===== config.mk =====
export PLATFORM = sky130hd
export DESIGN_NAME = product_collector
export DESIGN_NICKNAME = d
export VERILOG_FILES = /design/src/rtl/booth_pkg.sv /design/src/rtl/prod_fifo.sv /design/src/rtl/product_collector.sv
export SDC_FILE = /design/constraint.sdc
export NUM_CORES = 1
export LEC_CHECK = 0
export CAP_MARGIN = 20
export CORE_MARGIN = 3
export CORE_UTILIZATION = 45
export CTS_BUF_LIST = sky130_fd_sc_hd__clkbuf_16
export CTS_CLUSTER_SIZE = 20
export DETAILED_ROUTE_END_ITERATION = 7
export GPL_ROUTABILITY_DRIVEN = 0
export GPL_TIMING_DRIVEN = 1
export PLACE_DENSITY_LB_ADDON = 0.25
export RECOVER_POWER = 50
export SLEW_MARGIN = 10
export SYNTH_ARGS = -nofsm -noshare
export SYNTH_HDL_FRONTEND = slang
export SYNTH_SLANG_ARGS = --single-unit

===== constraint.sdc =====
create_clock -name clk -period 2.4 [get_ports clk]
set_clock_uncertainty 0.2 [all_clocks]
set_input_delay 0.48 -clock clk [delete_from_list [all_inputs] [get_ports clk]]
set_output_delay 0.48 -clock clk [all_outputs]
set_load 0.1 [all_outputs]

===== src/rtl/booth_pkg.sv =====
// Shared constants and FSM encoding for the Booth multiplier product path.
package booth_pkg;

  localparam int unsigned WORD_W = 5;
  localparam int unsigned DEPTH  = 2;
  localparam int unsigned PROD_W = 2 * WORD_W;

  typedef enum logic {
    WaitHi = 1'b0,
    WaitLo = 1'b1
  } state_e;

endpackage


===== src/rtl/prod_fifo.sv =====
// Small circular product buffer with occupancy count; pointers wrap modulo Depth.
module prod_fifo #(
  parameter int unsigned Width = 10,
  parameter int unsigned Depth = 2
) (
  input  logic                         clk_i,
  input  logic                         rst_i,
  input  logic                         push_i,
  input  logic                         pop_i,
  input  logic [Width-1:0]             wdata_i,
  output logic [Width-1:0]             rdata_o,
  output logic                         full_o,
  output logic                         empty_o,
  output logic [$clog2(Depth+1)-1:0]   count_o
);

  localparam int unsigned CntW = $clog2(Depth + 1);
  localparam int unsigned PtrW = (Depth > 1) ? $clog2(Depth) : 1;

  logic [Width-1:0] mem_q [Depth];
  logic [Width-1:0] mem_d [Depth];
  logic [PtrW-1:0]  wr_ptr_q, wr_ptr_d;
  logic [PtrW-1:0]  rd_ptr_q, rd_ptr_d;
  logic [CntW-1:0]  count_q, count_d;
  logic             push_ok, pop_ok;

  assign full_o  = (count_q == CntW'(Depth));
  assign empty_o = (count_q == '0);
  assign count_o = count_q;
  assign rdata_o = mem_q[rd_ptr_q];

  assign push_ok = push_i && !full_o;
  assign pop_ok  = pop_i && !empty_o;

  always_comb begin
    mem_d    = mem_q;
    wr_ptr_d = wr_ptr_q;
    rd_ptr_d = rd_ptr_q;
    if (push_ok) begin
      mem_d[wr_ptr_q] = wdata_i;
      wr_ptr_d = (wr_ptr_q == PtrW'(Depth - 1)) ? '0 : wr_ptr_q + PtrW'(1);
    end
    if (pop_ok) begin
      rd_ptr_d = (rd_ptr_q == PtrW'(Depth - 1)) ? '0 : rd_ptr_q + PtrW'(1);
    end
    count_d = count_q + CntW'(push_ok) - CntW'(pop_ok);
  end

  always_ff @(posedge clk_i) begin
    if (rst_i) begin
      wr_ptr_q <= '0;
      rd_ptr_q <= '0;
      count_q  <= '0;
    end else begin
      wr_ptr_q <= wr_ptr_d;
      rd_ptr_q <= rd_ptr_d;
      count_q  <= count_d;
    end
  end

  // Storage needs no reset: a slot is only read after it has been written.
  always_ff @(posedge clk_i) begin
    mem_q <= mem_d;
  end

endmodule


===== src/rtl/product_collector.sv =====
// Pairs high/low Booth result words into full products and buffers them for a consumer.
module product_collector #(
  parameter int unsigned WORD_W = booth_pkg::WORD_W,
  parameter int unsigned DEPTH  = booth_pkg::DEPTH
) (
  input  logic                         clk,
  input  logic                         rst,
  input  logic [WORD_W-1:0]            data_in,
  input  logic                         word_valid,
  input  logic                         abort,
  output logic                         in_ready,
  output logic [2*WORD_W-1:0]          prod,
  output logic                         prod_valid,
  input  logic                         prod_ready,
  output logic [$clog2(DEPTH+1)-1:0]   count,
  output logic                         err
);

  import booth_pkg::*;

  localparam int unsigned ProdW = 2 * WORD_W;

  state_e            state_q, state_d;
  logic [WORD_W-1:0] hi_q, hi_d;
  logic              err_q, err_d;
  logic              push, pop, accept, full, empty;
  logic [ProdW-1:0]  head;

  assign in_ready   = !full;
  assign prod_valid = !empty;
  assign prod       = empty ? '0 : head;
  assign pop        = prod_valid && prod_ready;
  assign err        = err_q;
  // Abort wins over a same-cycle word, so that word is neither taken nor counted as dropped.
  assign accept     = word_valid && in_ready && !abort;

  always_comb begin
    state_d = state_q;
    hi_d    = hi_q;
    err_d   = err_q;
    push    = 1'b0;
    if (abort) begin
      state_d = WaitHi;
      hi_d    = '0;
    end else if (accept) begin
      unique case (state_q)
        WaitHi: begin
          hi_d    = data_in;
          state_d = WaitLo;
        end
        WaitLo: begin
          push    = 1'b1;
          state_d = WaitHi;
        end
        default: state_d = WaitHi;
      endcase
    end else if (word_valid) begin
      err_d = 1'b1;
    end
  end

  always_ff @(posedge clk) begin
    if (rst) begin
      state_q <= WaitHi;
      hi_q    <= '0;
      err_q   <= 1'b0;
    end else begin
      state_q <= state_d;
      hi_q    <= hi_d;
      err_q   <= err_d;
    end
  end

  prod_fifo #(
    .Width(ProdW),
    .Depth(DEPTH)
  ) u_prod_fifo (
    .clk_i  (clk),
    .rst_i  (rst),
    .push_i (push),
    .pop_i  (pop),
    .wdata_i({hi_q, data_in}),
    .rdata_o(head),
    .full_o (full),
    .empty_o(empty),
    .count_o(count)
  );

endmodule


==> results.md <==
- Post-Syn Nets: 115
- Combinational Power Share: 52.6%
- Max_slew headroom: 64.1%
- Kind of end point of the critical path: flip-flop
- Critical Path RT: 2380 ps
- Seq/Total Area, Yosys: 64.3%
- Total track usage: 17.9%
- Min-Delay Path Class: reg2reg
- Hold Path Stages: 0
- RSZ-0062 raised after global routing: false
- Area grow syn2layout: 49.8%
- Tightest Pin Transition: 540 ps
- Die footprint: 0.00351 mm^2
- Distinct cell type count after synthesis: 24
- Starting Density: 49.3%
- Drt total wl: 2.57 mm
- # IOs: 25
- Pre-CTS setup slack: 73.9 ps
- Hold Crit Endpoint: u_prod_fifo.mem_q[19]
- First-pass GRT wire length: 4.46 mm
- Post-synth EDFFs: 20
- Overall power: 0.00253 W
- Top FF cell, synth: edfxtp_1
- Slew Viols, Final: 0
- Worst Path Max Fanout: 2
- Post-CTS setup buffer count: 0
- Leak: 0.696 nW
- Worst reg2reg path depth: 8
- Internal power: 0.00138 W
- DRC Markers: 0
- Final worst setup slack: 182 ps
- Data arrival, critical path: 2200 ps
- Synthesis warning total: 0
- Port-buffer cells: 24
- Core Util, Final: 73.8%
- H-tree levels: 2
- Synth area leader: edfxtp_1
- Core box area: 0.00259 mm^2
- Worst vdd ir: 1.07 mV
- Share of post-route cells with drive strength above 1: 31.4%
- Die Y: 59.3 um
- Final min period: 2220 ps
- Clock Power Share: 22.6%
- Vias in the first global route: 969
- Initial DRT Pass Iterations: 4
- Max Clk Rate: 0.451 GHz
- Reg power frac: 24.8%
- Asr flop ratio synth: 0%
- Synth top area cells: edfxtp_1 47%, dfxtp_1 17%, mux2i_1 7.8%, nor2_1 4.4%, o31ai_1 3.5%
- Most common cell in the synthesized netlist: edfxtp_1
- Syn Area/Cell: 12.4 um^2
- Largest net degree at the start of global routing: 12
- Psw: 0.00114 W
- Pwr/cell area: 1320 mW/mm^2
- Layout fillers: 179
- Die X: 59.3 um
- Routed length per instance: 15.4 um
- Final period util: 92.4%
- Post-CTS sizing: 0
- GRT overflow: 0
- Syn Inst Count: 103
- 1st-iter DRT viols: 14
- Crit Path Class: in2reg
- Fin. Hold Viols: 0
- Initial antenna violation count: 0
- Post-synth top cells: 20 x edfxtp_1, 15 x nor2_1, 11 x dfxtp_1
- Final setup fails: 0
- Max_cap viols: 0
- Clk sinks: 31
- Detail Placement HPWL: 1.73 mm
- Synthesized flop and latch total: 31
- Hold buffers post-CTS: 0
- Sw frac: 45.2%
- Clk pin slew, worst setup/hold paths: 50 ps
- Via/cell ratio: 5.34
- Status: finished, final reports clean
- CTS Buffer Depth: 2
- Clk Latency, worst-skew pair: 270 ps
- ANT cells: 0
- Reg2reg start: u_prod_fifo.count_o[1]
- CTS Buf Count: 5
- Yosys top cell area share: 47.1%
- Nets@finish: 148
- Mapped Area: 0.00128 mm^2
- FF-to-FF End: u_prod_fifo.count_o[1]
- Hold path startpoint: hi_q[4]
- CTS tree: yes
- Root Buffer: clkbuf_16
- Vias: 891
- Critical Path Start Type: input pin
- FP Rows: 18
- TNS Setup: 0 ps
- R2r setup slk: 450 ps
- Routed Antenna Nets: 0
## critical path: stages
cell and delay [ps]:
dlygate4sd3_1 550, o21ai_0 140, inv_1 100, ha_1 280, inv_1 40, ha_1 170, xor2_1 140, and2_1 160
nor3_1 150
## stage by stage
step	std cells	hold WS (ps)	area [um^2]
2_1_floorplan	103	226	1360
3_3_place_gp	159	240	1790
3_5_place_dp	159	246	1790
4_1_cts	167	257	1930
5_1_grt	167	283	1910
6_report	167	259	1910
## flip-flops by register name (all words and copies together) (netlist names)
| name | count |
|---|---|
| err | 1 |
| u_prod_fifo.rd_ptr_q | 1 |
| hi_q | 5 |
| u_prod_fifo.count_o | 2 |
| u_prod_fifo.mem_q | 20 |
| state_q | 1 |
| u_prod_fifo.wr_ptr_q | 1 |
## power groups by stage
stage          registers [W]  logic (W)  clock network, W
6_report            0.000627    0.00133          0.000570
5_1_grt             0.000631    0.00138          0.000612
4_1_cts             0.000627    0.00135          0.000578
3_5_place_dp        0.000636    0.00134                 0
3_3_place_gp        0.000634    0.00133                 0
2_1_floorplan       0.000721   0.000844                 0
## how the worst max path moves through the flow
stage	from	endpoint	slack [ps]
floorplan	u_prod_fifo.count_o[0]	prod[7]	80
global placement	word_valid	u_prod_fifo.mem_q[15]	160
detailed placement	prod_ready	u_prod_fifo.count_o[1]	70
CTS	u_prod_fifo.rd_ptr_q	prod[3]	280
global route	prod_ready	u_prod_fifo.count_o[1]	120
finish	prod_ready	u_prod_fifo.count_o[1]	180
## cell families after synthesis
logic type,after synthesis,synth area share [%]
DFF,31,64.3
and+or+nand+nor,30,12.5
AOI/OAI and AO/OA,16,7.74
buffers and inverters,12,4.31
muxes,10,7.84
xor gates and xnor gates,2,1.37
adders and majority gates,2,1.96
## cell type report
type,count,area [um^2],share of cell area (%)
multi-input combinational,60,469,24.5
sequential,31,823,43.1
clock buffer,5,125,6.54
tap,30,37.5,1.96
inverter,8,33.8,1.77
timing repair buffer,30,412,21.5
clock inverter,3,11.3,0.589
## cell usage in the layout (no fill, tap or decap), drive strengths merged
cell / instances
nand4: 5
clkdlybuf4s50: 2
a21oi: 8
nand2b: 1
o31ai: 6
dlygate4sd3: 7
edfxtp: 20
or4: 1
ha: 2
clkinvlp: 1
nor2: 15
mux2i: 10
a21o: 1
clkbuf: 9
clkinv: 2
buf: 17
xor2: 2
o21ai: 1
inv: 8
dfxtp: 11
nor3: 2
nand3: 1
and2: 2
nor2b: 3
## per-layer routing
layer	up-vias	routed length (um)	global-route usage [%]
li1	435	-	-
met1	422	1070	19.7
met2	27	1280	30.1
met3	7	149	6.54
met4	0	67	9.06
met5	-	0	0
Note: power is estimated with default switching activity, not from simulation.
